===== src/rtl/button_event_decoder_pkg.sv =====
`default_nettype none
// ============================================================================
// Module   : button_event_decoder_pkg
// Purpose  : Shared definitions for the button event decoder.
//            - FSM state encoding (3-bit): IDLE, PRESSED, GAP, SECOND, LONG.
//            - Default timing constants in clk cycles for a 25 MHz board clock.
// Ports    : none (package)
// Revision : 1.0 - initial release
// ============================================================================
package button_event_decoder_pkg;

  typedef enum logic [2:0] {
    ST_IDLE    = 3'd0,  // waiting for a press
    ST_PRESSED = 3'd1,  // first press held, timing towards a long press
    ST_GAP     = 3'd2,  // released, timing the double-click window
    ST_SECOND  = 3'd3,  // second press of a double click held
    ST_LONG    = 3'd4   // long press qualified, waiting for release
  } btn_state_t;

  // 25 MHz board clock
  localparam int DEF_CNT_WIDTH         = 24;
  localparam int DEF_LONG_PRESS_CYCLES = 12_500_000;  // 0.5 s
  localparam int DEF_DOUBLE_GAP_CYCLES = 6_250_000;   // 0.25 s
  localparam int DEF_REPEAT_CYCLES     = 2_500_000;   // 0.1 s

endpackage : button_event_decoder_pkg
`default_nettype wire


===== src/rtl/button_event_decoder_edge_detect.sv =====
`default_nettype none
// ============================================================================
// Module   : button_event_decoder_edge_detect
// Purpose  : Registers the switch level once and derives rise/fall strobes
//            from the live level against the registered copy.
// Ports    : clk      in  system clock
//            rst_n    in  asynchronous active-low reset
//            i_Level  in  debounced level, synchronous to clk
//            o_Rise   out combinational: i_Level & ~prev
//            o_Fall   out combinational: ~i_Level & prev
//            o_Level  out registered copy of i_Level (prev)
// Revision : 1.0 - initial release
// ============================================================================
module button_event_decoder_edge_detect (
  input  logic clk,
  input  logic rst_n,
  input  logic i_Level,
  output logic o_Rise,
  output logic o_Fall,
  output logic o_Level
);

  logic level_q;

  // prev resets to 0 so a switch already held at reset release reads as a rise
  always_ff @(posedge clk or negedge rst_n) begin
    if (!rst_n) begin
      level_q <= 1'b0;
    end else begin
      level_q <= i_Level;
    end
  end

  assign o_Rise  =  i_Level & ~level_q;
  assign o_Fall  = ~i_Level &  level_q;
  assign o_Level =  level_q;

endmodule : button_event_decoder_edge_detect
`default_nettype wire


===== src/rtl/button_event_decoder.sv =====
`default_nettype none
// ============================================================================
// Module   : button_event_decoder
// Purpose  : Turns a debounced switch level into one-cycle event pulses:
//            press, release, single click, double click, long press and
//            (optionally) auto-repeat while long-held.
//            Optional feature macro: BUTTON_REPEAT_EN enables o_Repeat.
//            Without it o_Repeat is constant 0 and no LONG timing exists.
// Ports    : clk       in  system clock
//            rst_n     in  asynchronous active-low reset
//            i_Switch  in  debounced level, synchronous to clk (1 = pressed)
//            o_Held    out registered copy of i_Switch
//            o_Press   out pulse on every 0->1 of i_Switch
//            o_Release out pulse on every 1->0 of i_Switch
//            o_Click   out pulse: single short press confirmed (gap expired)
//            o_Double  out pulse: second press arrived within the gap
//            o_Long    out pulse: hold reached LONG_PRESS_CYCLES
//            o_Repeat  out auto-repeat pulse while long-held
// Revision : 1.0 - initial release
// ============================================================================
module button_event_decoder
  import button_event_decoder_pkg::*;
#(
  parameter int CNT_WIDTH         = DEF_CNT_WIDTH,
  parameter int LONG_PRESS_CYCLES = DEF_LONG_PRESS_CYCLES,
  parameter int DOUBLE_GAP_CYCLES = DEF_DOUBLE_GAP_CYCLES,
  parameter int REPEAT_CYCLES     = DEF_REPEAT_CYCLES
) (
  input  logic clk,
  input  logic rst_n,
  input  logic i_Switch,
  output logic o_Held,
  output logic o_Press,
  output logic o_Release,
  output logic o_Click,
  output logic o_Double,
  output logic o_Long,
  output logic o_Repeat
);

  localparam longint MAX_COUNT = (longint'(1) << CNT_WIDTH) - 1;

  // Every timing threshold must be at least one cycle and fit the timer
  if (LONG_PRESS_CYCLES < 1 || DOUBLE_GAP_CYCLES < 1 || REPEAT_CYCLES < 1 ||
      longint'(LONG_PRESS_CYCLES) > MAX_COUNT ||
      longint'(DOUBLE_GAP_CYCLES) > MAX_COUNT ||
      longint'(REPEAT_CYCLES)     > MAX_COUNT) begin : g_bad_params
    $fatal(1, "button_event_decoder: timing parameter out of range for CNT_WIDTH");
  end

  // The timer reads 0 in the cycle after state entry, so a threshold of N
  // cycles is reached when the timer shows N-1.
  localparam logic [CNT_WIDTH-1:0] LONG_LAST = CNT_WIDTH'(LONG_PRESS_CYCLES - 1);
  localparam logic [CNT_WIDTH-1:0] GAP_LAST  = CNT_WIDTH'(DOUBLE_GAP_CYCLES - 1);
  localparam logic [CNT_WIDTH-1:0] TIMER_MAX = '1;
`ifdef BUTTON_REPEAT_EN
  localparam logic [CNT_WIDTH-1:0] REPEAT_LAST = CNT_WIDTH'(REPEAT_CYCLES - 1);
`endif

  logic rise;
  logic fall;

  btn_state_t           state;
  logic [CNT_WIDTH-1:0] timer;
  logic                 press_q;
  logic                 release_q;
  logic                 click_q;
  logic                 double_q;
  logic                 long_q;
`ifdef BUTTON_REPEAT_EN
  logic                 repeat_q;
`endif

  button_event_decoder_edge_detect u_edge_detect (
    .clk     (clk),
    .rst_n   (rst_n),
    .i_Level (i_Switch),
    .o_Rise  (rise),
    .o_Fall  (fall),
    .o_Level (o_Held)
  );

  // Single registered FSM. Edges are tested before timer expiries in every
  // state, so an edge always wins a same-cycle race with a threshold.
  always_ff @(posedge clk or negedge rst_n) begin
    if (!rst_n) begin
      state     <= ST_IDLE;
      timer     <= '0;
      press_q   <= 1'b0;
      release_q <= 1'b0;
      click_q   <= 1'b0;
      double_q  <= 1'b0;
      long_q    <= 1'b0;
`ifdef BUTTON_REPEAT_EN
      repeat_q  <= 1'b0;
`endif
    end else begin
      // Press/release follow the raw edges independent of state
      press_q   <= rise;
      release_q <= fall;
      click_q   <= 1'b0;
      double_q  <= 1'b0;
      long_q    <= 1'b0;
`ifdef BUTTON_REPEAT_EN
      repeat_q  <= 1'b0;
`endif

      // Saturating count; states that are not timed or that change state
      // override this with a clear below.
      if (timer != TIMER_MAX) begin
        timer <= timer + 1'b1;
      end

      case (state)
        ST_IDLE: begin
          timer <= '0;
          if (rise) begin
            state <= ST_PRESSED;
          end
        end

        ST_PRESSED: begin
          if (fall) begin
            state <= ST_GAP;
            timer <= '0;
          end else if (timer == LONG_LAST) begin
            state  <= ST_LONG;
            timer  <= '0;
            long_q <= 1'b1;
          end
        end

        ST_GAP: begin
          if (rise) begin
            state    <= ST_SECOND;
            timer    <= '0;
            double_q <= 1'b1;
          end else if (timer == GAP_LAST) begin
            state   <= ST_IDLE;
            timer   <= '0;
            click_q <= 1'b1;
          end
        end

        ST_SECOND: begin
          timer <= '0;
          if (fall) begin
            state <= ST_IDLE;
          end
        end

        ST_LONG: begin
`ifdef BUTTON_REPEAT_EN
          if (fall) begin
            state <= ST_IDLE;
            timer <= '0;
          end else if (timer == REPEAT_LAST) begin
            timer    <= '0;  // restart the period at every pulse
            repeat_q <= 1'b1;
          end
`else
          timer <= '0;
          if (fall) begin
            state <= ST_IDLE;
          end
`endif
        end

        default: begin
          state <= ST_IDLE;
          timer <= '0;
        end
      endcase
    end
  end

  assign o_Press   = press_q;
  assign o_Release = release_q;
  assign o_Click   = click_q;
  assign o_Double  = double_q;
  assign o_Long    = long_q;
`ifdef BUTTON_REPEAT_EN
  assign o_Repeat  = repeat_q;
`else
  assign o_Repeat  = 1'b0;
`endif

endmodule : button_event_decoder
`default_nettype wire


===== config.mk =====
export PLATFORM = sky130hd
export DESIGN_NAME = button_event_decoder
export DESIGN_NICKNAME = d
export VERILOG_FILES = /design/src/rtl/button_event_decoder_pkg.sv /design/src/rtl/button_event_decoder_edge_detect.sv /design/src/rtl/button_event_decoder.sv
export SDC_FILE = /design/constraint.sdc
export NUM_CORES = 1
export LEC_CHECK = 0
export BUFFER_PORTS_ARGS = -buffer_cell sky130_fd_sc_hd__buf_2
export CAP_MARGIN = 15
export CORE_MARGIN = 4
export CORE_UTILIZATION = 45
export DETAILED_ROUTE_END_ITERATION = 10
export PLACE_DENSITY = 0.59
export SYNTH_ARGS = -nofsm -noshare
export SYNTH_HDL_FRONTEND = slang
export SYNTH_SLANG_ARGS = --single-unit

===== constraint.sdc =====
create_clock -name clk -period 2.7 [get_ports clk]
set_input_delay 0.54 -clock clk [delete_from_list [all_inputs] [get_ports clk]]
set_output_delay 0.54 -clock clk [all_outputs]
set_load 0.1 [all_outputs]

# Word-level counts from Yosys, hierarchy flattened

Cells that the tools add are included.

Output and inout port bits: 7
Logic and storage cells: 48
Register bits after elaboration: 33
Input bits: 3

$add $sub $neg: 1
Reductions and logical operators: 3
Bitwise gates (word level): 4
Mux-type cells: 21
Equality and inequality tests: 11

Operators by type and width:

| kind                    | number |
|---|---|
| $mux W24                | 5 |
| $pmux W24 S2            | 1 |
| $add A24 B1 Y24 const B | 1 |
| $eq A24 B23 Y1 const B  | 1 |
| $eq A24 B24 Y1 const B  | 1 |
| $ne A24 B24 Y1 const B  | 1 |
| $mux W3                 | 6 |
| $pmux W3 S4             | 1 |
| $mux W1                 | 8 |
| $eq A3 B2 Y1 const B    | 2 |
| $ne A3 B3 Y1 const B    | 2 |
| $reduce_and A4 Y1       | 1 |
| $eq A3 B1 Y1 const B    | 1 |
| $eq A3 B3 Y1 const B    | 1 |
| $logic_not A3 Y1        | 1 |
| $and A1 B1 Y1           | 2 |
| $ne A2 B1 Y1 const B    | 1 |
| $ne A2 B2 Y1 const B    | 1 |
| $not A1 Y1              | 2 |
| $reduce_or A2 Y1        | 1 |

# Longest topological paths before layout

Depth in word-level cells: 5
Gate-level depth with buffers: 7
Depth with buffers taken out: 6

# Modules after synthesis

A second synthesis with hierarchy kept.

Cells, all modules: 183
Area, all modules: 1775.5 µm²

Modules (own cells, without submodules):

| module                           | instances | cells each | area an instance (µm²) | sequential area each (µm²) |
|---|---|---|---|---|
| button_event_decoder             | 1         | 180        | 1735.4                 | 800.8 |
| button_event_decoder_edge_detect | 1         | 3          | 40.0                   | 25.0 |

# Least setup slack after synthesis

No wires, ideal clock.

Path kind: register -> register
Start: register u_edge_detect.level_q (netlist: u_edge_detect.o_Level)
End: register timer[20]
Period minus slack after synthesis: 2.014 ns
Buffers on the path: 1
Library setup time: 0.129 ns
Slack: 0.686 ns
Arrival: 1.885 ns
Stages on the path, launching flop included: 6
Data required time: 2.571 ns
Cells stage by stage: dfrtp_1 > nor2b_2 > nor3_1 > a22oi_4 > buf_8 > a21oi_2

Elaborated cells between the ends (all ways): 6
Classes of those cells: mux (3); bitwise (3)

RTL lines:

| element                | line                                   | RTL |
|---|---|---|
| from (decl)            | button_event_decoder_edge_detect.sv:23 | `logic level_q;` |
| from (signal assigned) | button_event_decoder_edge_detect.sv:30 | `level_q <= i_Level;` |
| $and A1 B1 Y1          | button_event_decoder_edge_detect.sv:35 | `assign o_Fall = ~i_Level & level_q;` |
| via fall               | button_event_decoder.sv:61             | `logic fall;` |
| $mux W24               | button_event_decoder.sv:123            | `if (fall) begin` |
| $pmux W24 S2           | button_event_decoder.sv:114            | `case (state)` |
| to (signal assigned)   | button_event_decoder.sv:111            | `timer <= timer + 1'b1;` |
| to (decl)              | button_event_decoder.sv:64             | `logic [CNT_WIDTH-1:0] timer;` |

The timed path passes the listed nets, and every way through them passes these cells.
A chain may end at the register's enable or synchronous reset.

# Final worst setup path

Start: register timer[0]
End: register timer[23]

Longest elaborated chain between the ends: 5
Elaborated cells between the ends (all ways): 10
Classes of those cells: add/sub (1); eq/ne (3); mux (6)

Ends and longest elaborated chain:

| element                                                  | line                                                     | RTL |
|---|---|---|
| $add A24 B1 Y24 / $ne A24 B24 Y1 (equally long branches) | button_event_decoder.sv:111, button_event_decoder.sv:110 |  |
| $mux W24                                                 | button_event_decoder.sv:110                              | `if (timer != TIMER_MAX) begin` |
| $mux W24 (on tied branches)                              | button_event_decoder.sv:138, button_event_decoder.sv:126 |  |
| $mux W24 (on tied branches)                              | button_event_decoder.sv:134, button_event_decoder.sv:123 |  |
| $pmux W24 S2 (*)                                         | button_event_decoder.sv:114                              |  |

Every way passes the cells marked *; elsewhere a longest branch is shown, timed or not.

==> impl_metrics.env <==
export IMPL_synth_cell_types=53
export IMPL_port_buffers=8
export IMPL_max_freq_mhz=471.9
export IMPL_wirelength_um=3959
export IMPL_clockBufferDepth=2
export IMPL_via_per_inst=5.949
export IMPL_multi_input_area_um2=1020
export IMPL_clockRootBuffer="clkbuf_8"
export IMPL_drv_slew=0
export IMPL_grt_antenna_before_repair=0
export IMPL_synth_edff_count=0
export IMPL_cts_tree="done"
export IMPL_ant_nets=0
export IMPL_ctsHoldBuffers=0
export IMPL_final_hold_violation_count=0
export IMPL_grt_pass1_wl_um=6934
export IMPL_synthToLayoutAreaGrowth_pct=8.911
export IMPL_clk_pin_slew_ns=0.06
export IMPL_critical_path_endpoint_type="flop"
export IMPL_ios=10
export IMPL_drive_above_1_share=0.2808
export IMPL_clock_latency_ns=0.28
export IMPL_dieHeight_um=72.90
export IMPL_tightest_slew_ns=0.7198
export IMPL_fill_cells=377
export IMPL_antenna_cells=0
export IMPL_grt_max_degree=34
export IMPL_routedWlPerCell_um=15.65
export IMPL_crit_fanout=11
export IMPL_finalSetupViolations=0
export IMPL_final_min_clock_period_ns=2.119
export IMPL_synth_main_ff_cell="dfrtp_1"
export IMPL_hpwl_um=2893
export IMPL_initial_core_util=0.4705
export IMPL_leakagePower_nw=0.7906
export IMPL_fin_crit_sh=0.7849
export IMPL_cp_required_ns=2.91
export IMPL_fin_tns_setup_ns=0
export IMPL_vias=1505
export IMPL_cts_made_buffers=5
export IMPL_status="completed"
export IMPL_rsz0062_at_grt="no"
export IMPL_syn_cell_area_um2=1896
export IMPL_hold_path_class="in -> async"
export IMPL_p_per_area_nw_per_um2=550.9
export IMPL_stdcell_area_um2=2064
export IMPL_seq_area_frac_synth=0.4356
export IMPL_synth_cells=189
export IMPL_cts_sinks=33
export IMPL_skew_ns=0.002144
export IMPL_worstSetupPathType="reg -> reg"
export IMPL_place_area_um2=1978
export IMPL_ys_ff_latch=33
export IMPL_gp_congestion=0.9550
export IMPL_worstPathArrival_ns=2.33
export IMPL_max_vdd_ir_drop_mv=0.3095
export IMPL_ys_warn_count=0
export IMPL_fin_nets=207
export IMPL_synth_nets=193
export IMPL_core_um2=4029
export IMPL_gr_usage_all_layers=0.1670
export IMPL_dieWidth_um=72.90
export IMPL_fp_row_count=23
export IMPL_slew_headroom=0.5201
export IMPL_async_reset_ff_frac=1.000
export IMPL_grt_ovfl_total=0
export IMPL_postCtsSetupBuffers=0
export IMPL_drt_drc_violations_left=0
export IMPL_start_kind="flop"
export IMPL_seq_area_um2=825.8
export IMPL_avgSynthCellArea_um2=10.03
export IMPL_dieArea_um2=5314
export IMPL_drtPass1Iterations=4
export IMPL_cap_violations=0
export IMPL_cts_max_level=2
export IMPL_cts_resized=0
export IMPL_first_iter_violations=134
export IMPL_grt_pass1_vias=1485
registers in the layout (all words and copies together), names as in the netlist:
signal and flops:
o_Long 1, timer 24, o_Press 1, o_Double 1, o_Click 1, state 3
u_edge_detect.o_Level 1, o_Release 1
placed cells by master, fill, tap and decap left out, types with 2 or more instances in the layout:
cell type,Yosys,routed
dfrtp_1,33,33
nand2_1,17,17
nor2_2,13,13
nand3_1,12,12
xnor2_1,11,11
nor2_1,8,8
buf_2,1,8
a21oi_2,7,7
nand4_1,6,6
or3_1,6,6
clkbuf_8,0,6
a21oi_1,5,5
nor3_1,4,4
nor4_1,4,4
a211oi_1,4,4
o21ai_0,4,4
buf_4,2,4
nor2b_1,3,3
and2_2,3,3
nand2b_1,3,3
and3_1,2,2
and3_2,2,2
nand4_2,2,2
or4_1,2,2
xor2_1,2,2
a2111oi_0,2,2
a31oi_1,2,2
o21ai_1,2,2
critical path, cell delays in order (launching register included):
cell	delay, ns
dfrtp_1	0.44
ha_1	0.30
nand3_1	0.20
nor4_4	0.09
a211o_1	0.45
or3_1	0.42
a21oi_2	0.15
cells by family after synthesis:
group,count (synthesis),synth area share
muxes,1,0.005281
other,1,0.001978
xor gates and xnor gates,13,0.06007
DFF,33,0.4356
buffers and inverters,5,0.02640
and+or+nand+nor,100,0.3254
adders and majority gates,1,0.006600
AOI/OAI and AO/OA,35,0.1386
through the flow:
| step | setup slack, ns | utilization | power [W] | hold WS (ns) | instances |
|---|---|---|---|---|---|
| after floorplan | 0.6856 | - | 0.0007503 | 0.2444 | 189 |
| after global placement | 0.6562 | 0.4910 | 0.0007769 | 0.5117 | 246 |
| after detailed placement | 0.6140 | 0.4910 | 0.0007823 | 0.5306 | 246 |
| after CTS | 0.5817 | 0.5124 | 0.001152 | 0.3509 | 253 |
| after global routing | 0.3676 | 0.5124 | 0.001193 | 0.3833 | 253 |
| final | 0.5807 | 0.5124 | 0.001137 | 0.3132 | 253 |
layer usage:
metal / global-route usage / vias up / wire length, µm
met2: 0.2725 / 30 / 1952
met1: 0.2125 / 746 / 1769
met4: 0.05328 / 0 / 60
met5: 0 / - / 0
met3: 0.04959 / 7 / 176
li1: - / 722 / -
power breakdown:
part           internal (W)  leakage (nW)  switching (W)
Clock              0.000202        0.0443       0.000163
Combinational     0.0000668         0.296       0.000148
Sequential         0.000521         0.450      0.0000369
final cells by class:
type,count,share of cell area
multi-input cells,151,0.4939
flip-flops and latches,33,0.4000
clock buffers,7,0.04182
repair buffers,12,0.03394
well taps,50,0.03030
path summary, 6_finish.rpt:
| path | startpoint | endpoint | slack [ns] | cells after the start |
|---|---|---|---|---|
| worst max-delay path | timer[0]$_DFF_PN0_ | timer[23]$_DFF_PN0_ | 0.58 | 6 |
| worst min-delay path | rst_n | timer[20]$_DFF_PN0_ | 0.31 | 1 |
| worst max register to register | timer[0]$_DFF_PN0_ | timer[23]$_DFF_PN0_ | 0.58 | 6 |
| worst min register to register | u_edge_detect.o_Level$_DFF_PN0_ | o_Double$_DFF_PN0_ | 0.54 | 1 |
| max in group asynchronous | rst_n | state[0]$_DFFE_PN0P_ | 1.93 | 1 |
| min in group clk | i_Switch | u_edge_detect.o_Level$_DFF_PN0_ | 0.44 | 1 |
cell usage after synthesis, drive strengths merged (2+ instances only):
library cell	number	area share
and2	4	0.015
nand2	17	0.034
a211oi	4	0.016
and3	4	0.015
nand4	8	0.033
a21oi	12	0.046
a31oi	2	0.0066
a2111oi	2	0.0092
xor2	2	0.0092
nor2	21	0.059
nand2b	3	0.0099
dfrtp	33	0.44
xnor2	11	0.051
buf	5	0.026
nor4	6	0.031
nor3	5	0.016
o21ai	6	0.016
nand3	13	0.037
or3	6	0.020
or4	3	0.014
nor2b	4	0.015
No activity file was read; power rests on OpenSTA's default activity.
